[config.mk]
export PLATFORM = sky130hd
export DESIGN_NAME = uart_tx_arbiter_flat
export DESIGN_NICKNAME = d
export VERILOG_FILES = /design/src/rtl/uart_tx_arbiter_if.sv /design/src/rtl/uart_tx_arbiter.sv /design/src/flat_wrapper.sv
export SDC_FILE = /design/constraint.sdc
export NUM_CORES = 1
export LEC_CHECK = 0
export CAP_MARGIN = 20
export CORE_MARGIN = 1
export CORE_UTILIZATION = 48
export CTS_CLUSTER_SIZE = 8
export DETAILED_ROUTE_END_ITERATION = 6
export PLACE_DENSITY = 0.85
export SLEW_MARGIN = 15
export SYNTH_ARGS = -nofsm -noshare
export SYNTH_HDL_FRONTEND = slang
export SYNTH_SLANG_ARGS = --single-unit
[constraint.sdc]
create_clock -name clk -period 3.65 [get_ports clk]
set_clock_uncertainty 0.2 [all_clocks]
set_input_delay 0.365 -clock clk [delete_from_list [all_inputs] [get_ports clk]]
set_output_delay 0.365 -clock clk [all_outputs]
set_load 0.1 [all_outputs]
[src/rtl/uart_tx_arbiter_if.sv]
// Handshake bundle between the byte-stream requesters, the arbiter and the txuart.
// master: the arbiter side. slave: requesters plus the txuart busy source.
interface uart_tx_arbiter_if #(
   parameter int unsigned NREQ = 4
) ();
   logic [NREQ-1:0]   req;
   logic [NREQ-1:0]   req_last;
   logic [8*NREQ-1:0] req_data;
   logic [NREQ-1:0]   ack;
   logic [NREQ-1:0]   grant;
   logic              tx_wr;
   logic [7:0]        tx_data;
   logic              tx_busy;
   logic              timeout_err;

   modport master (
      input  req, req_last, req_data, tx_busy,
      output ack, grant, tx_wr, tx_data, timeout_err
   );

   modport slave (
      output req, req_last, req_data, tx_busy,
      input  ack, grant, tx_wr, tx_data, timeout_err
   );
endinterface

[src/rtl/uart_tx_arbiter.sv]
// Round-robin, per-message arbiter sharing one txuart among NREQ byte streams.
// A granted requester keeps the transmitter until its last byte is accepted or
// it leaves req low for TIMEOUT cycles while the arbiter is ready to issue.
module uart_tx_arbiter #(
   parameter int unsigned NREQ       = 4,
   parameter int unsigned GAP_CYCLES = 1,
   parameter int unsigned TIMEOUT    = 1024
) (
   input logic               clk,
   input logic               rst_n,
   uart_tx_arbiter_if.master bus
);
   localparam int unsigned PW = (NREQ > 1) ? $clog2(NREQ) : 1;
   localparam int unsigned TW = (TIMEOUT > 1) ? $clog2(TIMEOUT) : 1;
   localparam int unsigned GW = (GAP_CYCLES > 1) ? $clog2(GAP_CYCLES) : 1;

   localparam logic [PW-1:0] PTR_RST  = PW'(NREQ - 1);
   localparam logic [TW-1:0] TMO_LAST = TW'(TIMEOUT - 1);
   localparam logic [GW-1:0] GAP_LAST = GW'(GAP_CYCLES - 1);

   typedef enum logic [1:0] {
      IDLE,
      ISSUE,
      GAP,
      DRAIN
   } state_e;

   state_e            state_q;
   logic [PW-1:0]     ptr_q;
   logic [TW-1:0]     tmo_q;
   logic [GW-1:0]     gap_q;
   logic              last_q;
   logic [NREQ-1:0]   ack_q;
   logic [NREQ-1:0]   grant_q;
   logic              tx_wr_q;
   logic [7:0]        tx_data_q;
   logic              tmo_err_q;

   logic [PW-1:0]     sel_d;
   logic              any_d;
   logic              req_g;
   logic              last_g;
   logic [7:0]        data_g;

   logic [PW-1:0]     sel_hi;
   logic [PW-1:0]     sel_lo;
   logic              found_hi;
   logic              found_lo;

   // Rotating priority: lowest set req above the pointer, else lowest at/below it.
   always_comb begin
      sel_hi   = '0;
      sel_lo   = '0;
      found_hi = 1'b0;
      found_lo = 1'b0;
      for (int unsigned i = 0; i < NREQ; i++) begin
         if (bus.req[i]) begin
            if (PW'(i) > ptr_q) begin
               if (!found_hi) begin
                  found_hi = 1'b1;
                  sel_hi   = PW'(i);
               end
            end else if (!found_lo) begin
               found_lo = 1'b1;
               sel_lo   = PW'(i);
            end
         end
      end
      any_d = found_hi | found_lo;
      sel_d = found_hi ? sel_hi : sel_lo;
   end

   // Route the current owner's req/last/data; all zero while nobody is granted.
   always_comb begin
      req_g  = 1'b0;
      last_g = 1'b0;
      data_g = '0;
      for (int unsigned i = 0; i < NREQ; i++) begin
         if (grant_q[i]) begin
            req_g  = req_g  | bus.req[i];
            last_g = last_g | bus.req_last[i];
            data_g = data_g | bus.req_data[8*i +: 8];
         end
      end
   end

   // Arbitration / issue / pacing FSM with all outputs registered.
   always_ff @(posedge clk or negedge rst_n) begin
      if (!rst_n) begin
         state_q   <= IDLE;
         ptr_q     <= PTR_RST;
         tmo_q     <= '0;
         gap_q     <= '0;
         last_q    <= 1'b0;
         ack_q     <= '0;
         grant_q   <= '0;
         tx_wr_q   <= 1'b0;
         tx_data_q <= '0;
         tmo_err_q <= 1'b0;
      end else begin
         ack_q     <= '0;
         tx_wr_q   <= 1'b0;
         tmo_err_q <= 1'b0;
         case (state_q)
            IDLE: begin
               if (any_d && !bus.tx_busy) begin
                  grant_q <= NREQ'(1) << sel_d;
                  ptr_q   <= sel_d;
                  tmo_q   <= '0;
                  state_q <= ISSUE;
               end
            end
            ISSUE: begin
               // A present byte beats an expiring timer in the same cycle.
               if (req_g && !bus.tx_busy) begin
                  tx_data_q <= data_g;
                  tx_wr_q   <= 1'b1;
                  ack_q     <= grant_q;
                  last_q    <= last_g;
                  tmo_q     <= '0;
                  gap_q     <= '0;
                  state_q   <= GAP;
               end else if (!req_g) begin
                  if (tmo_q == TMO_LAST) begin
                     grant_q   <= '0;
                     tmo_err_q <= 1'b1;
                     tmo_q     <= '0;
                     state_q   <= IDLE;
                  end else begin
                     tmo_q <= tmo_q + 1'b1;
                  end
               end
            end
            GAP: begin
               // tx_busy is not trusted here: txuart needs a cycle to raise it.
               if (gap_q == GAP_LAST) begin
                  state_q <= DRAIN;
               end else begin
                  gap_q <= gap_q + 1'b1;
               end
            end
            DRAIN: begin
               if (!bus.tx_busy) begin
                  if (last_q) begin
                     grant_q <= '0;
                     state_q <= IDLE;
                  end else begin
                     state_q <= ISSUE;
                  end
               end
            end
            default: state_q <= IDLE;
         endcase
      end
   end

   assign bus.ack         = ack_q;
   assign bus.grant       = grant_q;
   assign bus.tx_wr       = tx_wr_q;
   assign bus.tx_data     = tx_data_q;
   assign bus.timeout_err = tmo_err_q;

endmodule
[src/flat_wrapper.sv]
// flat-port wrapper written by rule: the top's interface ports become plain ports
module uart_tx_arbiter_flat 
#(
   parameter int unsigned NREQ       = 4,
   parameter int unsigned GAP_CYCLES = 1,
   parameter int unsigned TIMEOUT    = 1024
)
  (clk, rst_n, bus_req, bus_req_last, bus_req_data, bus_tx_busy, bus_ack, bus_grant, bus_tx_wr, bus_tx_data, bus_timeout_err);
  uart_tx_arbiter_if #(.NREQ(NREQ)) bus_i ();
  input logic clk;
  input logic rst_n;
  input wire logic [$bits(bus_i.req)-1:0] bus_req;
  input wire logic [$bits(bus_i.req_last)-1:0] bus_req_last;
  input wire logic [$bits(bus_i.req_data)-1:0] bus_req_data;
  input wire logic [$bits(bus_i.tx_busy)-1:0] bus_tx_busy;
  output wire logic [$bits(bus_i.ack)-1:0] bus_ack;
  output wire logic [$bits(bus_i.grant)-1:0] bus_grant;
  output wire logic [$bits(bus_i.tx_wr)-1:0] bus_tx_wr;
  output wire logic [$bits(bus_i.tx_data)-1:0] bus_tx_data;
  output wire logic [$bits(bus_i.timeout_err)-1:0] bus_timeout_err;
  assign bus_i.req = bus_req;
  assign bus_i.req_last = bus_req_last;
  assign bus_i.req_data = bus_req_data;
  assign bus_i.tx_busy = bus_tx_busy;
  assign bus_ack = bus_i.ack;
  assign bus_grant = bus_i.grant;
  assign bus_tx_wr = bus_i.tx_wr;
  assign bus_tx_data = bus_i.tx_data;
  assign bus_timeout_err = bus_i.timeout_err;
  uart_tx_arbiter #(.NREQ(NREQ), .GAP_CYCLES(GAP_CYCLES), .TIMEOUT(TIMEOUT)) u_core (.clk(clk), .rst_n(rst_n), .bus(bus_i));
endmodule
# ---- Word level (Yosys, flattened, before mapping)
# Cells that the tools add are included.
# W data, S select, Z words.
dict set report word_totals {
  output_inout_bits 18
  reg_bits 34
  in_bits 43
  elab_cells 132
}
dict set report classes {
  reduce_logical 13
  magnitude_cmp 4
  n_mux 78
  n_addsub 2
  bitwise 10
  eq_ne 14
  shifts 1
}
# cell count
set ops {}
lappend ops {{$mux W2} 23}
lappend ops {{$mux W10} 4}
lappend ops {{$mux W1} 35}
lappend ops {{$mux W4} 8}
lappend ops {{$mux W8} 4}
lappend ops {{$or A8 B8 Y8} 3}
lappend ops {{$pmux W10 S2} 1}
lappend ops {{$pmux W4 S3} 1}
lappend ops {{$add A10 B1 Y10 const B} 1}
lappend ops {{$eq A10 B10 Y1 const B} 1}
lappend ops {{$ne A2 B1 Y1 const B} 4}
lappend ops {{$ne A2 B2 Y1 const B} 4}
lappend ops {{$pmux W2 S4} 1}
lappend ops {{$or A1 B1 Y1} 7}
lappend ops {{$reduce_and A7 Y1} 1}
lappend ops {{$reduce_and A2 Y1} 3}
lappend ops {{$reduce_and A5 Y1} 1}
lappend ops {{$eq A2 B2 Y1 const B} 2}
lappend ops {{$gt A1 B2 Y1 const A} 2}
lappend ops {{$gt A2 B2 Y1 const A} 2}
lappend ops {{$reduce_bool A2 Y1} 2}
lappend ops {{$shl A1 B2 Y4 const A} 1}
lappend ops {{$ne A3 B1 Y1 const B} 1}
lappend ops {{$ne A3 B3 Y1 const B} 1}
lappend ops {{8 further kinds} 9}

# ---- Longest topological paths before layout
# Gate-level depths: netlist of run 1.
dict set report depth {
  depth_word 16
  mapped_depth 6
  mapped_depth_nobuf 6
}

# ---- Worst setup path before layout of run 1
# Ideal clock, no wire load.
dict set report synth_timing {
  path_type {register -> register}
  start {register u_core.grant_q[0], in the netlist u_core.bus.grant[0]}
  end {register u_core.grant_q[0], in the netlist u_core.bus.grant[0]}
  n_path_buf 0
  slack_ps 1243
  stages_incl_launch_ff 6
  arrival_time_ps 2082
  setup_ps 125
  t_required_ps 3325
  synth_period_minus_slack_ps 2407
  path_cell_list {dfrtp_1 -> a22oi_2 -> nand2_1 -> or2_1 -> o22ai_2 -> mux2_2}
}
dict set report synth_between {
  elab_chain_len 10
  elab_cells_between_ends 11
  cone_classes {eq/ne: 2; mux: 4; bitwise: 3; reduce/logical: 2}
}
# element line_no
set synth_lines {}
lappend synth_lines {{start: declaration} uart_tx_arbiter.sv:34} ;# logic [NREQ-1:0] grant_q;
lappend synth_lines {{start signal: assignment} uart_tx_arbiter.sv:107} ;# grant_q <= NREQ'(1) << sel_d;
lappend synth_lines {{$mux W1 (*)} uart_tx_arbiter.sv:79} ;# if (grant_q[i]) begin
lappend synth_lines {{$or A1 B1 Y1} uart_tx_arbiter.sv:80} ;# req_g = req_g | bus.req[i];
lappend synth_lines {{$mux W1 (*)} uart_tx_arbiter.sv:79}
lappend synth_lines {{$or A1 B1 Y1} uart_tx_arbiter.sv:80}
lappend synth_lines {{$mux W1 (*)} uart_tx_arbiter.sv:79}
lappend synth_lines {{$or A1 B1 Y1} uart_tx_arbiter.sv:80}
lappend synth_lines {{$mux W1 (*)} uart_tx_arbiter.sv:79}
lappend synth_lines {{$logic_and A1 B1 Y1} uart_tx_arbiter.sv:115} ;# if (req_g && !bus.tx_busy) begin
lappend synth_lines {{$ne A2 B2 Y1 (no source line)} --}
lappend synth_lines {{$reduce_and A7 Y1 (no source line) (*)} --}
# Mark *: on every way between the ends. The rest lies on a longest branch, timed or not.
# A chain may end at the register's enable or synchronous reset.

# ---- Worst setup path after layout of run 1
dict set report layout_timing {
  start {register u_core.grant_q[3], in the netlist u_core.bus.grant[3]}
  end {output port bus_grant[3]}
}
# element line_no
set layout_lines {}
lappend layout_lines {{end: declaration} flat_wrapper.sv:17} ;# output wire logic [$bits(bus_i.grant)-1:0] bus_grant;
# No word-level cell between the ends.

==> results of run 1 <==
==> state kept, by name, summed over array words and instances, names as in the netlist, named ones only <==
name,cells
u_core.bus.tx_wr,1
u_core.ptr_q,2
u_core.bus.ack,4
u_core.bus.tx_data,8
u_core.last_q,1
u_core.state_q,1
u_core.bus.grant,4
u_core.tmo_q,10
u_core.bus.timeout_err,1
==> path summary, 6_finish.rpt <==
check	end	slack [ns]
max reg2reg	u_core.bus.grant[1]	1.34
min reg2reg	u_core.ptr_q[1]	0.31
min in group clk	u_core.ptr_q[1]	0.31
min	u_core.tmo_q[3]	0.21
max	bus_grant[3]	0.84
max in group asynchronous	u_core.ptr_q[0]	2.71
==> cell type report <==
| cell class | count | share of cell area (%) |
|---|---|---|
| clock buffers | 7 | 2.23 |
| flip-flops and latches | 33 | 33.6 |
| multi-input cells | 130 | 35.0 |
| clock inverters | 1 | 1.22 |
| inverters | 4 | 0.609 |
| repair buffers | 62 | 25.0 |
| well taps | 46 | 2.34 |
==> where the power goes <==
part / switching, µW / internal [µW] / total [µW]
Sequential: 168 / 503 / 671
Clock: 119 / 164 / 283
Combinational: 821 / 404 / 1230
==> logic make-up after synthesis <==
| logic type | count (synthesis) | synth area share [%] |
|---|---|---|
| flops | 33 | 47.7 |
| mux | 8 | 5.04 |
| simple gates | 61 | 18.3 |
| xor+xnor | 5 | 2.52 |
| buf+inv | 13 | 2.88 |
| compound gates | 55 | 22.8 |
| fa+ha+maj | 1 | 0.720 |
==> through the flow <==
stage               util (%)  cell area (µm²)  cells
floorplan                  -             1740    176
global placement        70.2             2380    275
detailed placement      70.2             2380    275
CTS                     72.7             2460    283
global route            72.7             2460    283
finish                  72.7             2460    283
==> per-layer routing <==
layer	global-route usage [%]	part of all wire [%]	vias to the layer above
met5	0	0	-
met4	13.4	3.0	0
li1	-	-	768
met2	36.4	48	36
met1	31.1	45	741
met3	5.51	3.4	17
==> synthesized netlist by cell type <==
master,number
sky130_fd_sc_hd__nor3b_1,1
sky130_fd_sc_hd__inv_1,4
sky130_fd_sc_hd__a22o_1,9
sky130_fd_sc_hd__a221oi_1,9
sky130_fd_sc_hd__or2_2,1
sky130_fd_sc_hd__dfstp_2,2
sky130_fd_sc_hd__a211oi_1,5
sky130_fd_sc_hd__nor2_2,1
sky130_fd_sc_hd__mux2_2,6
sky130_fd_sc_hd__buf_2,1
sky130_fd_sc_hd__nor4_2,1
sky130_fd_sc_hd__o21ai_0,8
sky130_fd_sc_hd__dfrtp_1,31
sky130_fd_sc_hd__nor2_1,19
sky130_fd_sc_hd__and2_1,5
sky130_fd_sc_hd__a21o_1,3
sky130_fd_sc_hd__nand2_1,10
sky130_fd_sc_hd__nor3_1,4
sky130_fd_sc_hd__nand4_1,2
sky130_fd_sc_hd__mux2i_1,2
sky130_fd_sc_hd__a31oi_1,3
sky130_fd_sc_hd__nor4_1,1
sky130_fd_sc_hd__o311ai_0,1
sky130_fd_sc_hd__and3_1,2
sky130_fd_sc_hd__o221ai_1,1
sky130_fd_sc_hd__nand4b_1,1
sky130_fd_sc_hd__nor2b_1,3
sky130_fd_sc_hd__nand2b_1,6
sky130_fd_sc_hd__o21ai_1,1
sky130_fd_sc_hd__or3_1,2
sky130_fd_sc_hd__a22oi_2,2
sky130_fd_sc_hd__o22ai_2,1
sky130_fd_sc_hd__clkbuf_1,8
sky130_fd_sc_hd__a21oi_1,12
sky130_fd_sc_hd__xnor2_1,5
sky130_fd_sc_hd__or2_1,1
sky130_fd_sc_hd__nand3_2,1
sky130_fd_sc_hd__ha_1,1
==> tab_implementation.tex, run 1 <==
\begin{tabular}{lr}
\hline
Metric & Value \\
\hline
\multicolumn{2}{l}{\textbf{Status}} \\
Outcome & finished, final reports clean \\
\multicolumn{2}{l}{\textbf{Drt}} \\
Total number of vias & 1562 \\
Avg WL per Cell & 14.6 µm \\
Post-route antenna net violation count & 0 \\
Detailed-route vias per instance & 5.52 \\
Final routed wirelength across all metal layers & a little over 4 mm \\
Router iterations before antenna repair & 4 \\
Number of DRC violations after detailed-routing iteration 0 & 39 \\
Total DRC errors in the routed layout & 0 \\
\multicolumn{2}{l}{\textbf{Logic synthesis}} \\
Cell types occupying the most area after synthesis & sky130\_fd\_sc\_hd\_\_dfrtp\_1 (45\%), sky130\_fd\_sc\_hd\_\_a221oi\_1 (4.5\%), sky130\_fd\_sc\_hd\_\_a22o\_1 (4.5\%) \\
Gate Count Post-Synth & between 150 and 200 \\
Synth Area per Inst & 9.87 µm² \\
Net count after synthesis & 220 \\
Sequential-to-total area share from yosys stat & 47.7\% \\
Flop and latch count out of synthesis & 33 \\
Count of different cell masters after synthesis & 38 \\
Cell area after synthesis & 1740 µm² \\
Portion of synthesized cell area occupied by the leading cell type & 44.7\% \\
Cell accounting for the most synthesized area & sky130\_fd\_sc\_hd\_\_dfrtp\_1 \\
Synth warnings & 0 \\
\multicolumn{2}{l}{\textbf{Worst setup path}} \\
Cell family contributing the most delay on the critical path & buffers and inverters \\
CP max FO & 13 \\
Reg2reg path depth & 5 \\
WP buf/inv & 1 \\
Reg2Reg Launch Point & u\_core.bus.grant[0] \\
Critical path startpoint category & register \\
Critical path's slowest cell & sky130\_fd\_sc\_hd\_\_clkdlybuf4s50\_1 \\
CP arrival & 2.24 ns \\
Critical path, cell by cell & clkdlybuf4s50\_1 \\
Required time of the worst setup path & 3.08 ns \\
Kind of end point of the critical path & output pin \\
Number of logic stages on the critical path including buffering & 1 \\
Launching instance or port of the critical path & u\_core.bus.grant[3] \\
Delay of the slowest cell on the worst path & 1.23 ns \\
Type of the worst setup path & reg2out \\
\multicolumn{2}{l}{\textbf{Floorplanning}} \\
Starting Density & 51.2\% \\
DIE AREA & 3860 µm² \\
Top-Level Pins & 61 \\
Chip Height & around 62 µm \\
Standard cell core area & 3390 µm² \\
Die outline width & approximately 62 µm \\
Row count & 21 \\
\multicolumn{2}{l}{\textbf{Final layout}} \\
Nets & 280 \\
Leading cell types in the layout, fill and taps excluded & sky130\_fd\_sc\_hd\_\_clkdlybuf4s50\_1 (60), sky130\_fd\_sc\_hd\_\_dfrtp\_1 (31), sky130\_fd\_sc\_hd\_\_nor2\_1 (19) \\
Flip-flop and latch area & roughly 830 µm² \\
Final-layout fill cell count & approximately 260 \\
Combined area of the multi-input logic cells & 863 µm² \\
Proportion of layout cells with a drive suffix above 1 & 10.5\% \\
Leading cell type in the layout, fill and taps excluded & sky130\_fd\_sc\_hd\_\_clkdlybuf4s50\_1 \\
Final antenna diode count & 0 \\
Layout overhead on the synthesized area & 41.9\% \\
\multicolumn{2}{l}{\textbf{STA}} \\
Top achievable clock speed & 356 MHz \\
WHS & 0.214 ns \\
RSZ-0062 raised after global routing & false \\
Hold Vio Cnt, Final & 0 \\
Setup tns final & 0 ns \\
Final setup margin & 0.840 ns \\
Share of the clock period used by the worst path after layout & 77.0\% \\
Clock period minus final worst setup slack & 2.81 ns \\
Headroom to the max-slew limit & 32.6\% \\
Final count of negative-setup-slack endpoints & 0 \\
Final count of pins violating max slew & 0 \\
Worst slew pin tran & roughly 1.0 ns \\
\multicolumn{2}{l}{\textbf{Clock network}} \\
Clock transition at the registers of the reported paths & 0.10 ns \\
TritonCTS clock tree & yes \\
Count of cells resized by post-cts repair & 0 \\
Maximum count of clock buffers along a single path & 2 \\
Later-pin clock latency in the skew report & 0.34 ns \\
Number of buffers inserted to repair setup after CTS & 0 \\
Number of sinks on the clock net & 33 \\
Number of clock buffers inserted by TritonCTS & 5 \\
Count of H-tree levels built during CTS & 2 \\
Library cell used as clock root buffer & sky130\_fd\_sc\_hd\_\_clkbuf\_4 \\
Cts-stage hold buffer count & 0 \\
\multicolumn{2}{l}{\textbf{Job}} \\
Count of maximum capacitance violations & 0 \\
\multicolumn{2}{l}{\textbf{Global route}} \\
Overflow after GRT & 0 \\
Antenna violations before repair & 0 \\
Wire length of the first global-routing pass & about 7.1 mm \\
Via count of the first global-routing pass & roughly 1500 \\
Maximum number of pins on one net before global-route repair & 34 \\
GRT Resource Usage Total & 23.8\% \\
\multicolumn{2}{l}{\textbf{Place}} \\
Count of buffers inserted at the top-level ports & 60 \\
Placement-stage worst setup slack & about 1.1 ns \\
Weighted congestion at the end of routability-driven global placement & 0.793 \\
Half-perimeter wire length after detailed placement & 2.98 mm \\
\multicolumn{2}{l}{\textbf{Power and ir drop}} \\
Static Leakage & 0.00102 µW \\
Peak ir drop on the vdd network & 0.625 mV \\
Total power & between 2000 and 2500 µW \\
PD cells & between 800 and 900 nW/µm² \\
\multicolumn{2}{l}{\textbf{Worst hold path}} \\
Classification of the worst-slack hold path & in2async \\
\hline
\end{tabular}
Note: power is estimated with default switching activity, not from simulation.
==> run 2, diff against run 1 <==
--- a/config.mk
+++ b/config.mk
@@ -7,10 +7,10 @@
 export LEC_CHECK = 0
 export CAP_MARGIN = 20
 export CORE_MARGIN = 1
-export CORE_UTILIZATION = 48
+export CORE_UTILIZATION = 45
 export CTS_CLUSTER_SIZE = 8
 export DETAILED_ROUTE_END_ITERATION = 6
-export PLACE_DENSITY = 0.85
+export PLACE_DENSITY = 0.8
 export SLEW_MARGIN = 15
 export SYNTH_ARGS = -nofsm -noshare
 export SYNTH_HDL_FRONTEND = slang
==> constraint.sdc (replaced) <==
create_clock -name clk -period 2.6 [get_ports clk]
set_clock_uncertainty 0.2 [all_clocks]
set_input_delay 0.26 -clock clk [delete_from_list [all_inputs] [get_ports clk]]
set_output_delay 0.26 -clock clk [all_outputs]
set_load 0.1 [all_outputs]
==> run 2 against run 1 <==
Net effect:
- core utilization decreased by 5.0 points
- design area rose by 1.4%
- critical endpoint is now u_core.bus.grant[3]
- global-route usage fell by 1.2 points
- total power increased by 46%
- routed wire length grew 1.3%
- worst setup slack got worse by 0.42 ns
- highest routed layer unchanged
- critical path depth increased by 5
- cell count up 2.8%
==> tab_implementation.tex, run 2 (synthesis gave the netlist of run 1 again) <==
\begin{tabular}{lr}
\hline
Metric & Value \\
\hline
\multicolumn{2}{l}{\textbf{Drt}} \\
Detailed-route vias per instance & 5.46 (-1.0\%) \\
Router iterations before antenna repair & 4 (unchanged) \\
Final routed wirelength across all metal layers & 4.18 mm (+1.3\%) \\
Total DRC errors in the routed layout & 0 (unchanged) \\
Post-route antenna net violation count & 0 (unchanged) \\
Number of DRC violations after detailed-routing iteration 0 & 95 (+140\%) \\
Total number of vias & 1590 (+1.8\%) \\
Avg WL per Cell & 14.4 µm (-1.5\%) \\
\multicolumn{2}{l}{\textbf{Floorplanning}} \\
DIE AREA & 4110 µm² (+6.4\%) \\
Row count & 22 (+4.8\%) \\
Die outline width & 64.1 µm (+3.2\%) \\
Top-Level Pins & 61 (unchanged) \\
Starting Density & 47.1\% (-4.2 points) \\
Standard cell core area & 3690 µm² (+8.8\%) \\
Chip Height & 64.1 µm (+3.2\%) \\
\multicolumn{2}{l}{\textbf{Clock network}} \\
Number of buffers inserted to repair setup after CTS & 0 (unchanged) \\
Clock transition at the registers of the reported paths & 0.07 ns (-0.03 ns) \\
TritonCTS clock tree & yes \\
Number of sinks on the clock net & 33 (unchanged) \\
Count of H-tree levels built during CTS & 2 (unchanged) \\
Maximum count of clock buffers along a single path & 2 (unchanged) \\
Count of cells resized by post-cts repair & 0 (unchanged) \\
Cts-stage hold buffer count & 0 (unchanged) \\
Number of clock buffers inserted by TritonCTS & 5 (unchanged) \\
Library cell used as clock root buffer & sky130\_fd\_sc\_hd\_\_clkbuf\_8 \\
Later-pin clock latency in the skew report & 0.28 ns (-0.06 ns) \\
\multicolumn{2}{l}{\textbf{STA}} \\
Hold Vio Cnt, Final & 0 (unchanged) \\
Headroom to the max-slew limit & 45.9\% (+13 points) \\
Setup tns final & 0 ns (unchanged) \\
Clock period minus final worst setup slack & between 2 and 2.5 ns \\
WHS & 0.177 ns (-0.0369 ns) \\
Top achievable clock speed & 460 MHz \\
Final count of pins violating max slew & 0 (unchanged) \\
Final count of negative-setup-slack endpoints & 0 (unchanged) \\
RSZ-0062 raised after global routing & false \\
Share of the clock period used by the worst path after layout & roughly 84\% \\
Worst slew pin tran & 0.801 ns (-0.207 ns) \\
\multicolumn{2}{l}{\textbf{Place}} \\
Count of buffers inserted at the top-level ports & 60 (unchanged) \\
Half-perimeter wire length after detailed placement & 3.09 mm (+3.6\%) \\
Weighted congestion at the end of routability-driven global placement & 0.869 (+9.7\%) \\
\multicolumn{2}{l}{\textbf{Worst setup path}} \\
CP max FO & 6 (-7) \\
Critical path startpoint category & input port \\
Type of the worst setup path & in2reg \\
CP arrival & 2.15 ns (-0.09 ns) \\
Kind of end point of the critical path & register \\
Required time of the worst setup path & 2.57 ns (-0.51 ns) \\
\multicolumn{2}{l}{\textbf{Final layout}} \\
Leading cell type in the layout, fill and taps excluded & sky130\_fd\_sc\_hd\_\_clkdlybuf4s50\_1 \\
Final-layout fill cell count & 301 (+15\%) \\
Nets & 286 (+2.1\%) \\
Largest Register & u\_core.tmo\_q \\
Final antenna diode count & 0 (unchanged) \\
Proportion of layout cells with a drive suffix above 1 & 20.2\% (+9.6 points) \\
Layout overhead on the synthesized area & 43.9\% \\
Leading cell types in the layout, fill and taps excluded & sky130\_fd\_sc\_hd\_\_clkdlybuf4s50\_1 (42), sky130\_fd\_sc\_hd\_\_dfrtp\_1 (31), sky130\_fd\_sc\_hd\_\_buf\_4 (26) \\
Flip-flop count of the largest register after layout & 10 (unchanged) \\
Flip-flop and latch area & 828 µm² (unchanged) \\
Combined area of the multi-input logic cells & 863 µm² (unchanged) \\
\multicolumn{2}{l}{\textbf{Power and ir drop}} \\
PD cells & 1270 nW/µm² (+44\%) \\
Total power & 3180 µW (+46\%) \\
Peak ir drop on the vdd network & 0.948 mV (+52\%) \\
Static Leakage & 0.00110 µW (+7.1\%) \\
\multicolumn{2}{l}{\textbf{Global route}} \\
Antenna violations before repair & 0 (unchanged) \\
Wire length of the first global-routing pass & 7.09 mm (-0.58\%) \\
Met1 routing resource usage after global routing & 31.6\% (+0.45 points) \\
Top Usage Layer GRT & met2 \\
GR Layer Usage met3 & 4.29\% (-1.2 points) \\
Overflow after GRT & 0 (unchanged) \\
Maximum number of pins on one net before global-route repair & 34 (unchanged) \\
Via count of the first global-routing pass & 1506 (+0.20\%) \\
GRT Resource Usage Total & 22.6\% (-1.2 points) \\
Met2 demand-to-capacity share in global routing & 34.8\% (-1.6 points) \\
\multicolumn{2}{l}{\textbf{Worst hold path}} \\
Classification of the worst-slack hold path & in2async \\
\multicolumn{2}{l}{\textbf{Job}} \\
Count of maximum capacitance violations & 0 (unchanged) \\
\multicolumn{2}{l}{\textbf{Status}} \\
Outcome & finished, final reports clean \\
\hline
\end{tabular}
## run 2: cell types whose count changed in the layout (fill, tap and decap cells not counted)
cell	previous run	this run
sky130_fd_sc_hd__buf_4	2	26
sky130_fd_sc_hd__clkdlybuf4s50_1	60	42
sky130_fd_sc_hd__clkbuf_4	5	0
sky130_fd_sc_hd__clkbuf_8	1	6
## run 2: path summary, 6_finish.rpt
check                                    start                     to  slack, ns  cells past startpoint
min in group clk               u_core.ptr_q[1]        u_core.ptr_q[1]       0.30                      2
hold reg to reg                u_core.ptr_q[1]        u_core.ptr_q[1]       0.30                      2
setup / recovery                    bus_req[1]    u_core.bus.grant[3]       0.42                      6
setup reg to reg           u_core.bus.grant[1]    u_core.bus.grant[3]       0.56                      5
max in group asynchronous                rst_n        u_core.ptr_q[0]       1.68                      2
hold / removal                           rst_n  u_core.bus.tx_data[7]       0.18                      2
## run 2: area by class of cell
type | instances | area share, %
clock buffer | 7 | 3.46
clock inverter | 1 | 1.20
inverter | 4 | 0.601
multi-input combinational | 130 | 34.6
sequential | 33 | 33.1
tap | 48 | 2.40
timing repair buffer | 68 | 24.6
## run 2: per-layer routing
layer	vias up	share of wire (%)
met2	39	50
met3	5	3.4
li1	782	-
met4	0	1.1
met1	764	46
met5	-	0
## run 2: critical path, cell delays in order
cell and delay [ns]:
sky130_fd_sc_hd__clkdlybuf4s50_1 0.53, sky130_fd_sc_hd__a22oi_2 0.29, sky130_fd_sc_hd__nand2_1 0.14, sky130_fd_sc_hd__or2_1 0.27
sky130_fd_sc_hd__o22ai_2 0.27, sky130_fd_sc_hd__mux2_2 0.37
## run 2: power by group
group | switching (µW) | total [µW] | leakage (µW) | internal, µW
registers | 136 | 846 | 0.000423 | 710
clock network | 183 | 495 | 0.0000585 | 312
logic | 1260 | 1840 | 0.000615 | 572
## run 2: stage by stage
stage / cell area [µm²] / utilization (%) / setup slack [ns] / std cells
finish: 2500 / 67.7 / 0.424 / 291
global route: 2500 / 67.7 / 0.327 / 291
CTS: 2500 / 67.7 / 0.432 / 291
detailed placement: 2380 / 64.6 / 0.123 / 283
global placement: 2380 / 64.6 / 0.210 / 283
floorplan: 1740 / - / 0.193 / 176
==> run 3, diff against run 2 <==
--- a/config.mk
+++ b/config.mk
@@ -7,10 +7,10 @@
 export LEC_CHECK = 0
 export CAP_MARGIN = 20
 export CORE_MARGIN = 1
-export CORE_UTILIZATION = 45
+export CORE_UTILIZATION = 40
 export CTS_CLUSTER_SIZE = 8
 export DETAILED_ROUTE_END_ITERATION = 6
-export PLACE_DENSITY = 0.8
+export PLACE_DENSITY = 0.75
 export SLEW_MARGIN = 15
 export SYNTH_ARGS = -nofsm -noshare
 export SYNTH_HDL_FRONTEND = slang
==> constraint.sdc (replaced) <==
create_clock -name clk -period 1.95 [get_ports clk]
set_clock_uncertainty 0.2 [all_clocks]
set_input_delay 0.195 -clock clk [delete_from_list [all_inputs] [get_ports clk]]
set_output_delay 0.195 -clock clk [all_outputs]
set_load 0.1 [all_outputs]
==> run 3 against run 2 <==
Net effect:
- combinational power grew 62%
- highest routed layer unchanged
- count of clock-buffer cells in the layout unchanged
- register-to-register slack got worse by 0.55 ns
- via count is 4.7% higher
- non-clock buffer count increased by 20
- sequential power grew 36%
- first-iteration DRC count shrank 28%
==> tab_implementation.tex, run 3 (synthesis gave the netlist of run 1 again) <==
\begin{tabular}{lr}
\hline
Metric & Value \\
\hline
\multicolumn{2}{l}{\textbf{Floorplanning}} \\
Die outline width & 67.9 µm (+5.9\%) \\
DIE AREA & 4610 µm² (+12\%) \\
Starting Density & 42.5\% (-4.6 points) \\
Row count & 23 (+4.5\%) \\
Top-Level Pins & 61 (unchanged) \\
Chip Height & 67.9 µm (+5.9\%) \\
Standard cell core area & 4090 µm² (+11\%) \\
\multicolumn{2}{l}{\textbf{Worst hold path}} \\
Classification of the worst-slack hold path & in2async \\
\multicolumn{2}{l}{\textbf{Worst setup path}} \\
Kind of end point of the critical path & register \\
Critical path, cell by cell & a22oi\_2 -> nand2\_1 -> or2\_4 -> o22ai\_4 -> mux2\_2 \\
Required time of the worst setup path & 1.93 ns (-0.64 ns) \\
Launching instance or port of the critical path & u\_core.bus.grant[0] \\
Reg2Reg Launch Point & u\_core.bus.grant[0] \\
Worst R2R Setup Slack & 0.01 ns (-0.55 ns) \\
CP max FO & 4 (-2) \\
WP buf/inv & 0 (-1) \\
Delay of the slowest cell on the worst path & 0.48 ns (-0.05 ns) \\
R2R Path End & u\_core.bus.grant[0] \\
CP arrival & 1.91 ns (-0.24 ns) \\
Reg2reg path depth & 5 (unchanged) \\
Type of the worst setup path & reg2reg \\
Critical path startpoint category & register \\
Critical path's slowest cell & sky130\_fd\_sc\_hd\_\_dfrtp\_4 \\
Cell family contributing the most delay on the critical path & flip-flops \\
\multicolumn{2}{l}{\textbf{STA}} \\
RSZ-0062 raised after global routing & true \\
Hold Vio Cnt, Final & 0 (unchanged) \\
Clock period minus final worst setup slack & 1.94 ns \\
Final count of negative-setup-slack endpoints & 0 (unchanged) \\
Top achievable clock speed & about 520 MHz \\
Final count of pins violating max slew & 0 (unchanged) \\
Worst slew pin tran & 0.574 ns (-0.227 ns) \\
Share of the clock period used by the worst path after layout & 99.3\% \\
Headroom to the max-slew limit & 61.2\% (+15 points) \\
WHS & 0.0980 ns (-0.0789 ns) \\
\multicolumn{2}{l}{\textbf{Final layout}} \\
Leading cell types in the layout, fill and taps excluded & sky130\_fd\_sc\_hd\_\_buf\_4 (41), sky130\_fd\_sc\_hd\_\_clkdlybuf4s50\_1 (38), sky130\_fd\_sc\_hd\_\_dfrtp\_1 (27) \\
Largest Register & u\_core.tmo\_q \\
Area of all placed cells without fillers & 2780 µm² (+11\%) \\
Flip-flop count of the largest register after layout & 10 (unchanged) \\
Proportion of layout cells with a drive suffix above 1 & 30.8\% (+11 points) \\
Nets & 306 (+7.0\%) \\
Layout overhead on the synthesized area & 59.9\% \\
Final antenna diode count & 0 (unchanged) \\
Leading cell type in the layout, fill and taps excluded & sky130\_fd\_sc\_hd\_\_buf\_4 \\
Final-layout fill cell count & 332 (+10\%) \\
\multicolumn{2}{l}{\textbf{Global route}} \\
Maximum number of pins on one net before global-route repair & 34 (unchanged) \\
Met1 routing resource usage after global routing & 28.1\% (-3.5 points) \\
Met2 demand-to-capacity share in global routing & 32.2\% (-2.7 points) \\
GRT Resource Usage Total & 20.6\% (-2.0 points) \\
Overflow after GRT & 0 (unchanged) \\
Via count of the first global-routing pass & 1457 (-3.3\%) \\
GR Layer Usage met3 & 4.00\% (-0.29 points) \\
Wire length of the first global-routing pass & 6.96 mm (-1.7\%) \\
Antenna violations before repair & 0 (unchanged) \\
Top Usage Layer GRT & met2 \\
\multicolumn{2}{l}{\textbf{Place}} \\
Dpl cell area & 2580 µm² (+8.3\%) \\
Half-perimeter wire length after detailed placement & 3.40 mm (+9.8\%) \\
Weighted congestion at the end of routability-driven global placement & 0.862 (-0.86\%) \\
Count of buffers inserted at the top-level ports & 60 (unchanged) \\
\multicolumn{2}{l}{\textbf{Clock network}} \\
Number of sinks on the clock net & 33 (unchanged) \\
Number of clock buffers inserted by TritonCTS & 5 (unchanged) \\
Later-pin clock latency in the skew report & 0.29 ns (about the same) \\
Maximum count of clock buffers along a single path & 2 (unchanged) \\
Count of H-tree levels built during CTS & 2 (unchanged) \\
Clock transition at the registers of the reported paths & 0.07 ns (about the same) \\
Library cell used as clock root buffer & sky130\_fd\_sc\_hd\_\_clkbuf\_8 \\
TritonCTS clock tree & yes \\
\multicolumn{2}{l}{\textbf{Power and ir drop}} \\
PD cells & 1690 nW/µm² (+33\%) \\
Total power & 4700 µW (+48\%) \\
Static Leakage & 0.00124 µW (+13\%) \\
Peak ir drop on the vdd network & 1.20 mV (+27\%) \\
\multicolumn{2}{l}{\textbf{Drt}} \\
Total number of vias & 1665 (+4.7\%) \\
Final routed wirelength across all metal layers & 4.78 mm (+14\%) \\
Detailed-route vias per instance & 5.32 (-2.6\%) \\
Post-route antenna net violation count & 0 (unchanged) \\
Total DRC errors in the routed layout & 0 (unchanged) \\
Number of DRC violations after detailed-routing iteration 0 & 68 (-28\%) \\
Router iterations before antenna repair & 4 (unchanged) \\
Avg WL per Cell & 15.3 µm (+6.3\%) \\
\multicolumn{2}{l}{\textbf{Status}} \\
Outcome & finished, final reports clean \\
\multicolumn{2}{l}{\textbf{Job}} \\
Count of maximum capacitance violations & 0 (unchanged) \\
\hline
\end{tabular}
## run 3: cell count changes in the layout (fill, tap and decap cells not counted), sizes merged
cell | before | now
bufinv | 1 | 0
buf | 26 | 46
dlymetal6s2s | 0 | 4
clkdlybuf4s50 | 42 | 38
clkinv | 0 | 1
## run 3: worst reg2reg max path: cells and delay by family (launching register included)
| family | cells | cell delay [ns] |
|---|---|---|
| muxes | 1 | 0.36 |
| AOI/OAI and AO/OA | 2 | 0.42 |
| and+or+nand+nor | 2 | 0.36 |
| DFF | 1 | 0.48 |
## run 3: metal layers
metal	wire, µm	vias to the layer above
met1	2190	804
met4	74	0
met2	2390	32
met3	127	6
li1	-	823
met5	0	-
## run 3: power breakdown
| part | total (µW) | leakage [µW] | internal (µW) | switching [µW] |
|---|---|---|---|---|
| Clock | 573 | 0.0000542 | 319 | 254 |
| Sequential | 1150 | 0.000415 | 963 | 189 |
| Combinational | 2980 | 0.000770 | 1140 | 1840 |
| Total | 4700 | 0.00124 | 2420 | 2280 |
## run 3: cell type report
type	count	area, µm²	share of cell area, %
Clock buffer	7	96.3	3.47
Timing Repair Buffer	88	838	30.2
Clock inverter	1	5.00	0.180
Sequential cell	33	841	30.3
Inverter	4	15.0	0.541
Multi-Input combinational cell	130	918	33.1
Tap cell	50	62.6	2.25
## run 3: through the flow
step | util (%) | setup TNS (ns) | std cells | setup slack, ns
CTS | 65.6 | -0.0160 | 309 | -0.00919
finish | 67.9 | 0 | 313 | 0.0130
global placement | 63.1 | -3.07 | 301 | -0.261
floorplan | - | -0.656 | 176 | -0.161
global route | 67.9 | -0.289 | 313 | -0.0735
detailed placement | 63.1 | -4.06 | 301 | -0.356
## run 3: repair_timing
item,in CTS,in global routing
hold buffers,0,0
setup buffers,0,4
endpoints found under the setup margin,4,14
gates resized for setup,1,16
pin swaps,1,6
## run 3: worst max path at each step
stage / to / slack, ns / cells after the start
2_1_floorplan: u_core.bus.grant[2] / -0.16 / 5
3_3_place_gp: u_core.bus.grant[0] / -0.26 / 5
3_5_place_dp: u_core.bus.grant[2] / -0.36 / 5
4_1_cts: u_core.bus.grant[2] / -0.009 / 5
5_1_grt: u_core.bus.grant[0] / -0.07 / 5
6_report: u_core.bus.grant[0] / 0.01 / 5
